[src/rtl/adc_fifo_pkg.sv]
// Shared constants for the ADC sample capture FIFO.
// Holds the capture FSM state encoding and the default sample width / FIFO depth.
// No ports; imported by adc_sync_fifo and adc_sample_fifo.
package adc_fifo_pkg;

  localparam int DEFAULT_DATA_WIDTH = 32;
  localparam int DEFAULT_DEPTH      = 16;

  localparam logic [1:0] ST_IDLE    = 2'd0;
  localparam logic [1:0] ST_CAPTURE = 2'd1;
  localparam logic [1:0] ST_DONE    = 2'd2;

endpackage

[src/rtl/adc_sync_fifo.sv]
// Single-clock FIFO: storage, wrapping pointers and occupancy counter.
// Ports: push/wr_data in (wr_ack says the write was taken), pop in, rd_data/rd_valid out
//   one cycle after an accepted pop, level/empty/full status, flush empties the FIFO.
// A push while full is refused unless a pop frees the slot in the same cycle.
import adc_fifo_pkg::*;

module adc_sync_fifo #(
  parameter int DATA_WIDTH = DEFAULT_DATA_WIDTH,
  parameter int DEPTH      = DEFAULT_DEPTH,
  localparam int AW        = $clog2(DEPTH)
) (
  input  logic                  clk,
  input  logic                  rst,
  input  logic                  flush,
  input  logic                  push,
  input  logic [DATA_WIDTH-1:0] wr_data,
  output logic                  wr_ack,
  input  logic                  pop,
  output logic [DATA_WIDTH-1:0] rd_data,
  output logic                  rd_valid,
  output logic [AW:0]           level,
  output logic                  empty,
  output logic                  full
);

  logic [DATA_WIDTH-1:0] mem [DEPTH];
  logic [AW-1:0]         wr_ptr;
  logic [AW-1:0]         rd_ptr;
  logic                  do_push;
  logic                  do_pop;

  assign empty  = (level == '0);
  assign full   = (level == (AW+1)'(DEPTH));
  // Full means non-empty, so a pop in the same cycle always frees a slot.
  assign do_pop  = !flush && pop && !empty;
  assign do_push = !flush && push && (!full || pop);
  assign wr_ack  = do_push;

  // Storage is not reset.
  always_ff @(posedge clk) begin
    if (do_push) mem[wr_ptr] <= wr_data;
  end

  always_ff @(posedge clk) begin
    if (rst || flush) begin
      wr_ptr   <= '0;
      rd_ptr   <= '0;
      level    <= '0;
      rd_data  <= '0;
      rd_valid <= 1'b0;
    end else begin
      rd_valid <= do_pop;
      if (do_pop) begin
        // When full with a simultaneous push, wr_ptr == rd_ptr; the read sees the old entry.
        rd_data <= mem[rd_ptr];
        rd_ptr  <= rd_ptr + 1'b1;
      end
      if (do_push) wr_ptr <= wr_ptr + 1'b1;
      case ({do_push, do_pop})
        2'b10:   level <= level + 1'b1;
        2'b01:   level <= level - 1'b1;
        default: level <= level;
      endcase
    end
  end

endmodule

[src/rtl/adc_sample_fifo.sv]
// ADC sample capture: arm/capture/done FSM in front of a sample FIFO.
// Ports: sample_in/sample_valid_in strobe, arm_in + capture_len_in (0 = continuous), clear_in,
//   rd_en_in pop with registered data_out/data_valid_out (1-cycle latency), level/empty/full,
//   sticky overflow_out, busy_out (CAPTURE), done_out (DONE).
// Option ADC_FIFO_WATERMARK_EN adds watermark_in and a registered irq_out.
// Samples arriving while full in CAPTURE are dropped and flagged; samples outside CAPTURE are ignored.
import adc_fifo_pkg::*;

module adc_sample_fifo #(
  parameter int DATA_WIDTH = DEFAULT_DATA_WIDTH,
  parameter int DEPTH      = DEFAULT_DEPTH,
  localparam int AW        = $clog2(DEPTH)
) (
  input  logic                  clk,
  input  logic                  rst,
  input  logic [DATA_WIDTH-1:0] sample_in,
  input  logic                  sample_valid_in,
  input  logic                  arm_in,
  input  logic [9:0]            capture_len_in,
  input  logic                  clear_in,
  input  logic                  rd_en_in,
`ifdef ADC_FIFO_WATERMARK_EN
  input  logic [AW:0]           watermark_in,
  output logic                  irq_out,
`endif
  output logic [DATA_WIDTH-1:0] data_out,
  output logic                  data_valid_out,
  output logic [AW:0]           level_out,
  output logic                  empty_out,
  output logic                  full_out,
  output logic                  overflow_out,
  output logic                  busy_out,
  output logic                  done_out
);

  logic [1:0] state;
  logic [9:0] cap_len;
  logic [9:0] acc_cnt;
  logic       cap_push;
  logic       wr_ack;

  assign cap_push = (state == ST_CAPTURE) && sample_valid_in;
  assign busy_out = (state == ST_CAPTURE);
  assign done_out = (state == ST_DONE);

  adc_sync_fifo #(
    .DATA_WIDTH (DATA_WIDTH),
    .DEPTH      (DEPTH)
  ) u_fifo (
    .clk      (clk),
    .rst      (rst),
    .flush    (clear_in),
    .push     (cap_push),
    .wr_data  (sample_in),
    .wr_ack   (wr_ack),
    .pop      (rd_en_in),
    .rd_data  (data_out),
    .rd_valid (data_valid_out),
    .level    (level_out),
    .empty    (empty_out),
    .full     (full_out)
  );

  always_ff @(posedge clk) begin
    if (rst) begin
      state        <= ST_IDLE;
      cap_len      <= '0;
      acc_cnt      <= '0;
      overflow_out <= 1'b0;
    end else if (clear_in) begin
      state        <= ST_IDLE;
      acc_cnt      <= '0;
      overflow_out <= 1'b0;
    end else begin
      // A capture-state sample the FIFO refused is a drop.
      if (cap_push && !wr_ack) overflow_out <= 1'b1;
      if (arm_in) begin
        state   <= ST_CAPTURE;
        cap_len <= capture_len_in;
        acc_cnt <= '0;
      end else if (wr_ack) begin
        acc_cnt <= acc_cnt + 10'd1;
        if ((cap_len != 10'd0) && (acc_cnt + 10'd1 == cap_len)) state <= ST_DONE;
      end
    end
  end

`ifdef ADC_FIFO_WATERMARK_EN
  // Built from registered status, so irq_out lags level_out by one cycle.
  always_ff @(posedge clk) begin
    if (rst) irq_out <= 1'b0;
    else     irq_out <= ((level_out >= watermark_in) && (watermark_in != '0)) || done_out;
  end
`endif

endmodule

[config.mk]
export PLATFORM = sky130hd
export DESIGN_NAME = adc_sample_fifo
export DESIGN_NICKNAME = d
export VERILOG_FILES = /design/src/rtl/adc_fifo_pkg.sv /design/src/rtl/adc_sync_fifo.sv /design/src/rtl/adc_sample_fifo.sv
export SDC_FILE = /design/constraint.sdc
export NUM_CORES = 1
export LEC_CHECK = 0
export CAP_MARGIN = 20
export CORE_MARGIN = 3
export CORE_UTILIZATION = 59
export DETAILED_ROUTE_END_ITERATION = 10
export GPL_ROUTABILITY_DRIVEN = 0
export PLACE_DENSITY_LB_ADDON = 0.25
export RECOVER_POWER = 100
export SLEW_MARGIN = 40
export SYNTH_ARGS = -nofsm -noshare
export SYNTH_HDL_FRONTEND = slang
export SYNTH_SLANG_ARGS = --single-unit
[constraint.sdc]
create_clock -name clk -period 9.5 [get_ports clk]
set_input_delay 1.425 -clock clk [delete_from_list [all_inputs] [get_ports clk]]
set_output_delay 1.425 -clock clk [all_outputs]
set_load 0.02 [all_outputs]
==> key figures, run 1 <==
Outcome
  • Status: complete, but fails checks
  • Violated checks: capacitance limit, slew limit

Floorplanning
  • Initial core utilization: around three fifths
  • IO Pins: between 90 and 100
  • Die X: 200.4 um
  • Die area: 40150 um2
  • Core area: 36960 um2
  • Row cnt: 70
  • Die Y: 200.4 um

Drt
  • Via count: 10810
  • DRC Markers: 0
  • Vias/cell: 6.153
  • DR pass1 iterations: 5
  • DRT iter0 DRCs: 985
  • Post-route ant nets: 0
  • Routed WL per cell: 25.66 um
  • Routed WL: 45.09 mm

Clock network
  • Root buf cell: clkbuf_16
  • H-tree depth: 2
  • Number of gates resized after CTS: 0
  • Clk_lat worst skew: 0.60 ns
  • Hold_buf cts: 0
  • Clock sink count: 581
  • CTS tree: built
  • Post-CTS Setup Repair Bufs: 0
  • Clock Pin Slew Worst Setup and Hold Paths: 0.06 ns
  • CTS Buffer Depth: 3
  • CTS Buf Count: 55

Power
  • Clock Power Share: 43.5%
  • Net Switching: just under 0.001 W
  • Cell Pwr Density: 198.0 nW/um2
  • Cell-internal power: 0.004096 W
  • Maximum vdd drop: 0.1553 mV
  • Power Total: 0.005057 W
  • Seq pwr share: 55.0%
  • Net Sw Frac: a little under a fifth
  • Comb pwr share: 1.5%
  • P_leak: 7.884 nW

Logic synthesis
  • Mapped Avg Cell Area: between 20 and 25 um2
  • Post-Syn Nets: around 1200
  • Top post-synthesis cells by area: edfxtp_1, mux4_2, dfxtp_1, nand2_1, a21oi_1
  • Distinct cell type count after synthesis: 39
  • Sequential share of the synthesized area: 75.18%
  • Synth warnings: 0
  • Netlist Area Pre-Place: about 22000 um2
  • Seq cells post-synth: ~580
  • Area leader, netlist: edfxtp_1
  • Top cell type's share of synthesized area: 68.98%
  • Post-Synthesis Cells: approximately 1100

Hold path
  • Hold Crit Class: reg -> reg

Finish
  • Most common cell after layout, fill and taps aside: edfxtp_1
  • Design Area, Final: between 20000 and 30000 um2
  • Post-Layout Cell Count: 1757
  • Filler cell count: 2313
  • Share of post-route cells with drive strength above 1: 20.59%
  • Layout Nets: between 1000 and 1500
  • Multi-input gate area: 5226 um2
  • Most frequent cells in the layout: edfxtp_1, mux4_2, nand2_1, dlygate4sd3_1, dfxtp_1
  • Area growth from synthesis to layout: 14.58%
  • Register area: 16770 um2
  • Diode count: 0

Worst setup path
  • Cell at the slowest stage of the critical path: nor3_1
  • Worst Setup EP: u_fifo.mem[3][21]
  • Crit Path Class: in -> reg
  • WP data required: slightly below 10 ns
  • Worst reg-to-reg setup slack: around 4.3 ns
  • CP startpoint kind: primary input
  • Top cell by count, worst path: clkbuf_1
  • Crit-path cells: dlygate4sd3_1 > inv_1 > a311oi_1 > clkbuf_1 > nand2_1 > nor3_1 > clkbuf_1
  • R2R cell count: 6
  • CP max FO: 22
  • Reg2reg start: u_fifo.level[1]
  • End of the worst register-to-register path: u_fifo.mem[3][21]
  • CP peak stage delay: 1.73 ns
  • Worst setup EP type: register
  • CP Data Arrival Time: 6.39 ns
  • Crit. Startpoint: rd_en_in

STA
  • Max Slew Vio Count: 483
  • Fmax: 161.3 MHz
  • Fin. Hold Viols: 0
  • Clk_skew: approximately 0.023 ns
  • RSZ-0062 raised after global routing: no
  • Worst slew pin tran: approximately 2.6 ns
  • Final TNS setup: 0 ns
  • Slew margin rel.: -72.61%
  • Final setup fails: 0
  • Tcrit/Tclk final: 65.25%
  • Min Clock Period, post-route: around 6.2 ns

Global routing
  • GRT Overall Usage: 23.09%
  • Vias in the first global route: 11340
  • First-pass GRT wire length: around 70 mm
  • Global route total overflow: 0
  • Largest net degree at the start of global routing: around 70
  • Initial antenna violation count: 1

Placement
  • Cell count after placement: 1656
  • Dpl hpwl: 24.26 mm
  • IO buf count: 90
  • Placed cell areas: about 24000 um2

Job
  • Max-cap violations: 20
how the worst min path moves through the flow:
stage / cells after the start / start / slack, ns / endpoint
floorplan: 2 / cap_len[6] / 0.46 / cap_len[6]
global placement: 2 / u_fifo.rd_data[7] / 0.44 / u_fifo.rd_data[7]
detailed placement: 2 / u_fifo.rd_data[12] / 0.45 / u_fifo.rd_data[12]
CTS: 2 / u_fifo.rd_data[12] / 0.46 / u_fifo.rd_data[12]
global route: 2 / u_fifo.rd_data[10] / 0.48 / u_fifo.rd_data[10]
finish: 2 / u_fifo.rd_data[12] / 0.45 / u_fifo.rd_data[12]
logic make-up (layout without fill, tap and decap cells):
kind of cell | after synthesis | in the layout | synth area share [%]
flops | 581 | 581 | 75.18
fa+ha+maj | 11 | 11 | 0.6512
xor+xnor | 36 | 36 | 1.415
mux | 163 | 163 | 16.30
simple gates | 181 | 181 | 3.407
buf+inv | 66 | 221 | 1.544
compound gates | 60 | 60 | 1.504
worst max-delay path, delay by kind of cell:
| family | cells | cell delay (ns) |
|---|---|---|
| AOI/OAI and AO/OA | 1 | 0.25 |
| and+or+nand+nor | 2 | 2.09 |
| buffers and inverters | 4 | 2.60 |
through the flow:
stage / utilization [%] / setup slack [ns] / hold WS [ns]
finish: 69.10 / 3.301 / 0.4497
global route: 69.10 / 2.874 / 0.4754
CTS: 69.56 / 5.665 / 0.4552
detailed placement: 64.60 / 5.044 / 0.4467
global placement: 64.40 / 4.853 / 0.4420
floorplan: - / 4.522 / 0.4553
synth_stat cells:
cell and instances:
edfxtp_1 512, mux4_2 160, nand2_1 99, dfxtp_1 69
a21oi_1 48, nor2_1 47, clkbuf_1 30, xor2_1 20
xnor2_1 16, buf_2 11, buf_6 11, ha_1 10
buf_1 9, nor3_1 7, nand4_1 6, nand3_1 5
inv_1 4, mux2i_1 3, nand2b_1 3, or4_1 3
a211o_1 2, a21o_1 2, nand3b_1 2, nor2b_1 2
nor4_1 2, or3_1 2, a2111oi_0 1, a311oi_1 1
a31oi_1 1, and2_1 1, fa_1 1, inv_2 1
nor3b_1 1, o21a_1 1, o21ai_0 1, o21ai_2 1
o31a_1 1, o32ai_1 1, or2_2 1
flip-flops by register name (all words and copies together), names as in the netlist:
name and cells:
u_fifo.mem 512, u_fifo.rd_data 32, acc_cnt 10, cap_len 10, u_fifo.level 5, u_fifo.rd_ptr 4, u_fifo.wr_ptr 4, state 2
overflow_out 1, u_fifo.rd_valid 1
metal layers:
layer	GRT usage (%)	part of all wire (%)
met1	33.51	42
met2	36.57	49
met3	4.811	6.9
met4	6.675	2.4
met5	0	0.033
power groups by stage:
| stage | logic (W) | clock network [W] | registers, W |
|---|---|---|---|
| 6_report | 0.0000764 | 0.00220 | 0.00278 |
| 5_1_grt | 0.0000845 | 0.00234 | 0.00278 |
| 4_1_cts | 0.0000804 | 0.00224 | 0.00278 |
| 3_5_place_dp | 0.0000799 | 0 | 0.00284 |
| 3_3_place_gp | 0.0000769 | 0 | 0.00284 |
| 2_1_floorplan | 0.0000228 | 0 | 0.00284 |
layout make-up:
cell class / instances / share of cell area [%]
Clock buffer: 72 / 5.962
Multi-Input combinational cell: 451 / 20.46
Clock inverter: 29 / 1.215
Inverter: 5 / 0.07349
Sequential cell: 581 / 65.66
Tap cell: 504 / 2.469
Timing Repair Buffer: 115 / 4.155
(Power assumes the default switching activity.)
==> inputs of run 2 (changes only) <==
- clock period: 9.5 -> 6.28 ns (I/O delays scaled with it)
==> run 2 against run 1 <==
Register-to-register slack worse by 2.1 ns. The flow still finishes with violations (capacitance limit, slew limit). Critical path type unchanged. Core utilization is 0.83 points higher. Critical path depth is 1 lower. First-iteration DRC count is 17% higher. Final cell count is 0.85% higher. Largest cell class unchanged. Global-route usage is 0.58 points higher. Highest routed layer is now met4. Clock power is 46% higher. Critical endpoint is now u_fifo.mem[15][15]. Sequential power is 51% higher.
==> key figures, run 2 (synthesis results as in run 1) <==
STA
  • Min Clock Period, post-route: 4.696 ns
  • Tcrit/Tclk final: 74.78%
  • Final setup fails: 0 (unchanged)
  • Max Slew Vio Count: 56 (was 483)
  • Clk_skew: 0.01753 ns (was 0.02283 ns)
  • Worst slew pin tran: 2.979 ns (was 2.589 ns)
  • RSZ-0062 raised after global routing: no (unchanged)
  • Fin. Hold Viols: 0 (unchanged)
  • Slew margin rel.: -98.57% (was -72.61%)
  • Final TNS setup: 0 ns (unchanged)
  • Post-route setup slack: 1.584 ns (was 3.301 ns)
  • Worst hold margin: 0.4501 ns (was 0.4497 ns)
  • Fmax: 213.0 MHz

Drt
  • DRT iter0 DRCs: 1150 (was 985)
  • DR pass1 iterations: 6 (was 5)
  • Routed WL: 46.47 mm (was 45.09 mm)
  • Via count: 10950 (was 10810)
  • Post-route ant nets: 0 (unchanged)
  • Routed WL per cell: 26.22 um (was 25.66 um)
  • Vias/cell: 6.182 (was 6.153)
  • DRC Markers: 0 (unchanged)

Power
  • P_leak: 8.006 nW (was 7.884 nW)
  • Cell-internal power: 0.006072 W (was 0.004096 W)
  • Clock Power Share: 42.6% (was 43.5%)
  • Net Switching: 0.001461 W (was 0.0009610 W)
  • Maximum vdd drop: 0.2629 mV (was 0.1553 mV)
  • Seq pwr share: 55.8% (was 55.0%)
  • Net Sw Frac: 19.40% (was 19.00%)
  • Comb pwr share: 1.6% (was 1.5%)
  • Cell Pwr Density: 291.5 nW/um2 (was 198.0 nW/um2)

Worst setup path
  • Crit Path Class: in -> reg (unchanged)
  • Worst setup EP type: register (unchanged)
  • CP startpoint kind: primary input (unchanged)
  • CP peak stage delay: 1.32 ns (was 1.73 ns)
  • Crit-path cells: dlygate4sd3_1 > inv_1 > a311oi_1 > nand2_1 > nor2_1 > clkbuf_1 (was dlygate4sd3_1 > inv_1 > a311oi_1 > clkbuf_1 > nand2_1 > nor3_1 > clkbuf_1)
  • Cell at the slowest stage of the critical path: a311oi_1 (was nor3_1)
  • CP Data Arrival Time: 4.91 ns (was 6.39 ns)
  • WP data required: 6.49 ns (was 9.69 ns)
  • CP max FO: 16 (was 22)

Finish
  • Reg with most FFs: u_fifo.mem (unchanged)
  • Number of flip-flops in the largest register: 512 (unchanged)
  • Most frequent cells in the layout: edfxtp_1, mux4_2, nand2_1, dlygate4sd3_1, dfxtp_1 (unchanged)
  • Diode count: 0 (unchanged)
  • Share of post-route cells with drive strength above 1: 21.85% (was 20.59%)
  • Most common cell after layout, fill and taps aside: edfxtp_1 (unchanged)
  • Top Registers: u_fifo.mem x512, u_fifo.rd_data x32 (unchanged)
  • Post-Layout Cell Count: 1772 (was 1757)
  • Register area: 16770 um2 (unchanged)
  • Filler cell count: 2263 (was 2313)
  • Area growth from synthesis to layout: 15.96% (was 14.58%)
  • Multi-input gate area: 5253 um2 (was 5226 um2)
  • Layout Nets: 1280 (was 1268)

Clock network
  • Post-CTS Setup Repair Bufs: 0 (unchanged)
  • Clock Pin Slew Worst Setup and Hold Paths: 0.07 ns (was 0.06 ns)
  • CTS Buf Count: 55 (unchanged)
  • H-tree depth: 2 (unchanged)
  • CTS Buffer Depth: 3 (unchanged)
  • Root buf cell: clkbuf_16 (unchanged)
  • Number of gates resized after CTS: 0 (unchanged)
  • CTS tree: built (unchanged)
  • Hold_buf cts: 0 (unchanged)
  • Clk_lat worst skew: 0.61 ns (was 0.60 ns)
  • Clock sink count: 581 (unchanged)

Floorplanning
  • Row cnt: 70 (unchanged)
  • Core area: 36960 um2 (unchanged)
  • IO Pins: 91 (unchanged)
  • Initial core utilization: 60.30% (unchanged)
  • Die area: 40150 um2 (unchanged)
  • Die X: 200.4 um (unchanged)
  • Die Y: 200.4 um (unchanged)

Placement
  • Cell count after placement: 1666 (was 1656)
  • Pre-CTS setup slack: 2.078 ns (was 5.044 ns)
  • Dpl hpwl: 26.21 mm (was 24.26 mm)
  • IO buf count: 90 (unchanged)

Global routing
  • Initial antenna violation count: 1 (unchanged)
  • First-pass GRT wire length: 72.04 mm (was 70.33 mm)
  • GRT Overall Usage: 23.68% (was 23.09%)
  • Global route total overflow: 0 (unchanged)
  • Largest net degree at the start of global routing: 95 (was 71)
  • Vias in the first global route: 11520 (was 11340)

Outcome
  • Violated checks: capacitance limit, slew limit (unchanged)
  • Status: complete, but fails checks (unchanged)

Hold path
  • Hold Crit Class: reg -> reg (unchanged)

Job
  • Max-cap violations: 2 (was 20)
-- run 2: area by class of cell --
cell class / instances / area share, %
clock buffers: 72 / 5.611
clock inverters: 32 / 1.094
inverters: 5 / 0.07261
multi-input cells: 451 / 20.32
flip-flops and latches: 581 / 64.88
well taps: 504 / 2.440
repair buffers: 127 / 5.582
-- run 2: final timing paths --
kind                       from  slack, ns  depth (start not counted)                  to
max                    rd_en_in       1.58                          6  u_fifo.mem[15][15]
min reg2reg  u_fifo.rd_data[28]       0.45                          2  u_fifo.rd_data[28]
max reg2reg     u_fifo.level[0]       2.13                          5  u_fifo.mem[15][15]
min          u_fifo.rd_data[28]       0.45                          2  u_fifo.rd_data[28]
-- run 2: power by group through the flow --
| stage | Clock [W] | Sequential (W) | Combinational (W) |
|---|---|---|---|
| 2_1_floorplan | 0 | 0.00429 | 0.0000346 |
| 3_3_place_gp | 0 | 0.00429 | 0.000117 |
| 3_5_place_dp | 0 | 0.00429 | 0.000122 |
| 4_1_cts | 0.00326 | 0.00421 | 0.000123 |
| 5_1_grt | 0.00341 | 0.00420 | 0.000129 |
| 6_report | 0.00321 | 0.00421 | 0.000117 |
-- run 2: per-layer routing --
layer	global-route usage, %	share of wire, %
met1	32.97	41
met3	4.079	6.1
met4	8.256	3.0
met5	0	0
met2	38.86	50
-- run 2: through the flow --
stage / power (W) / cell area [um2] / utilization, %
after floorplan: 0.004325 / 22290 / -
after global placement: 0.004407 / 23800 / 64.39
after detailed placement: 0.004412 / 24230 / 65.57
after CTS: 0.007587 / 25970 / 70.25
after global routing: 0.007747 / 25850 / 69.93
final: 0.007533 / 25850 / 69.93
-- run 2: worst max-delay path: cells and delay by family --
family / cells / cell delay, ns
buf+inv: 3 / 1.58
simple gates: 2 / 1.05
compound gates: 1 / 1.32
==> inputs of run 3 (changes only) <==
- clock period: 6.28 -> 4.8 ns (I/O delays scaled with it)
==> run 3 against run 2 <==
Critical endpoint is now u_fifo.mem[2][18]. Setup slack lost 0.63 ns. Final cell count is 0.40% lower. The run still ends with capacitance limit, slew limit left. Critical path depth unchanged. Non-clock buffer count fell by 2.
==> key figures, run 3 (synthesis results as in run 1) <==
Outcome
  • Status: complete, but fails checks (unchanged)
  • Violated checks: capacitance limit, slew limit (unchanged)

Finish
  • Most frequent cells in the layout: edfxtp_1, mux4_2, nand2_1, dlygate4sd3_1, dfxtp_1 (unchanged)
  • Area growth from synthesis to layout: 15.16% (was 15.96%)
  • Filler cell count: 2291 (was 2263)
  • Top Registers: u_fifo.mem x512, u_fifo.rd_data x32 (unchanged)
  • Number of flip-flops in the largest register: 512 (unchanged)
  • Most common cell after layout, fill and taps aside: edfxtp_1 (unchanged)
  • Layout Nets: 1279 (was 1280)
  • Diode count: 0 (unchanged)
  • Reg with most FFs: u_fifo.mem (unchanged)
  • Share of post-route cells with drive strength above 1: 22.76% (was 21.85%)

STA
  • Final TNS setup: 0 ns (unchanged)
  • Worst slew pin tran: 2.500 ns (was 2.979 ns)
  • RSZ-0062 raised after global routing: no (unchanged)
  • Fmax: between 200 and 300 MHz
  • Fin. Hold Viols: 0 (unchanged)
  • Slew margin rel.: -66.70% (was -98.57%)
  • Final setup fails: 0 (unchanged)
  • Min Clock Period, post-route: between 3 and 4 ns
  • Max Slew Vio Count: 66 (was 56)
  • Post-route setup slack: 0.9519 ns (was 1.584 ns)
  • Clk_skew: 0.01223 ns (was 0.01753 ns)
  • Tcrit/Tclk final: 80.17%

Worst setup path
  • Cell at the slowest stage of the critical path: a311oi_1 (unchanged)
  • CP startpoint kind: primary input (unchanged)
  • CP peak stage delay: 0.97 ns (was 1.32 ns)
  • Crit Path Class: in -> reg (unchanged)
  • CP Data Arrival Time: 4.04 ns (was 4.91 ns)
  • Crit-path cells: dlygate4sd3_1 > inv_1 > a311oi_1 > nand2_1 > nor3_2 > clkbuf_1 (was dlygate4sd3_1 > inv_1 > a311oi_1 > nand2_1 > nor2_1 > clkbuf_1)
  • Worst setup EP type: register (unchanged)
  • CP max FO: 13 (was 16)
  • WP data required: 5.00 ns (was 6.49 ns)

Placement
  • Dpl hpwl: 26.64 mm (was 26.21 mm)
  • Pre-CTS setup slack: 1.046 ns (was 2.078 ns)
  • IO buf count: 90 (unchanged)

Clock network
  • CTS tree: built (unchanged)
  • Number of gates resized after CTS: 0 (unchanged)
  • CTS Buffer Depth: 3 (unchanged)
  • H-tree depth: 2 (unchanged)
  • Post-CTS Setup Repair Bufs: 0 (unchanged)
  • Clock sink count: 581 (unchanged)
  • Clock Pin Slew Worst Setup and Hold Paths: 0.06 ns (was 0.07 ns)
  • Clk_lat worst skew: 0.59 ns (was 0.61 ns)
  • Hold_buf cts: 0 (unchanged)
  • Root buf cell: clkbuf_16 (unchanged)
  • CTS Buf Count: 56 (was 55)

Global routing
  • Initial antenna violation count: 1 (unchanged)
  • Largest net degree at the start of global routing: 56 (was 95)
  • GRT Overall Usage: 23.95% (was 23.68%)
  • Global route total overflow: 0 (unchanged)
  • Vias in the first global route: 11470 (was 11520)
  • First-pass GRT wire length: 72.16 mm (was 72.04 mm)

Drt
  • DRC Markers: 0 (unchanged)
  • Via count: 10900 (was 10950)
  • DRT iter0 DRCs: 1020 (was 1150)
  • Post-route ant nets: 0 (unchanged)
  • DR pass1 iterations: 7 (was 6)
  • Routed WL: 46.94 mm (was 46.47 mm)
  • Routed WL per cell: 26.59 um (was 26.22 um)
  • Vias/cell: 6.177 (was 6.182)

Floorplanning
  • Row cnt: 70 (unchanged)
  • Die X: 200.4 um (unchanged)
  • Core area: 36960 um2 (unchanged)
  • Die area: 40150 um2 (unchanged)
  • IO Pins: 91 (unchanged)
  • Initial core utilization: 60.30% (unchanged)
  • Die Y: 200.4 um (unchanged)

Power
  • P_leak: 7.970 nW (was 8.006 nW)
  • Cell Pwr Density: 380.6 nW/um2 (was 291.5 nW/um2)
  • Maximum vdd drop: 0.2931 mV (was 0.2629 mV)

Job
  • Max-cap violations: 2 (unchanged)

Hold path
  • Hold Crit Class: reg -> reg (unchanged)
-- run 3: cell types whose count changed in the layout (fill, tap and decap cells not counted), sizes merged --
| cell | change |
|---|---|
| clkinv | +8 |
| inv | -2 |
| buf | -1 |
| bufinv | -2 |
| clkinvlp | -2 |
| clkbuf | -8 |
-- run 3: final cells by class --
class	count	area, um2	area share, %
Timing Repair Buffer	125	1285	5.006
Clock inverter	34	236.5	0.9213
Tap cell	504	630.6	2.457
Multi-Input combinational cell	451	5271	20.54
Clock buffer	65	1456	5.674
Inverter	5	18.77	0.07312
Sequential cell	581	16770	65.33
-- run 3: through the flow --
| step | util, % | std cells | total power (W) | hold WS [ns] | instance area [um2] |
|---|---|---|---|---|---|
| 2_1_floorplan | - | 1098 | 0.005658 | 0.4553 | 22290 |
| 3_3_place_gp | 64.78 | 1661 | 0.005771 | 0.4423 | 23940 |
| 3_5_place_dp | 64.97 | 1664 | 0.005776 | 0.4471 | 24010 |
| 5_1_grt | 69.44 | 1765 | 0.01005 | 0.4684 | 25670 |
| 4_1_cts | 69.55 | 1763 | 0.009832 | 0.4555 | 25710 |
| 6_report | 69.44 | 1765 | 0.009770 | 0.4496 | 25670 |
-- run 3: path summary, 6_finish.rpt --
path | startpoint | endpoint | slack [ns] | cells past startpoint
hold / removal | u_fifo.rd_data[11] | u_fifo.rd_data[11] | 0.45 | 2
setup reg to reg | u_fifo.level[0] | u_fifo.mem[2][18] | 1.20 | 5
setup / recovery | rd_en_in | u_fifo.mem[2][18] | 0.95 | 6
hold reg to reg | u_fifo.rd_data[11] | u_fifo.rd_data[11] | 0.45 | 2
-- run 3: layer usage --
metal  routed length (um)  vias to the layer above  global-route usage (%)  share of wire [%]
met5                   13                        -                       0              0.028
met4                 1287                        2                   7.804                2.7
met3                 3401                       86                   4.827                7.2
met2                22780                      438                   37.51                 49
met1                19450                     5720                   34.85                 41
li1                     -                     4656                       -                  -
-- run 3: worst max-delay path, delay by kind of cell --
| family | cells | cell delay [ns] |
|---|---|---|
| buf+inv | 3 | 1.64 |
| simple gates | 2 | 0.71 |
| compound gates | 1 | 0.97 |
-- run 3: power by group --
group / total (W) / leakage [nW] / internal (W) / switching [W]
logic: 0.000158 / 1.96 / 0.0000526 / 0.000105
clock network: 0.00411 / 0.844 / 0.00232 / 0.00179
registers: 0.00550 / 5.16 / 0.00550 / 0.00000634
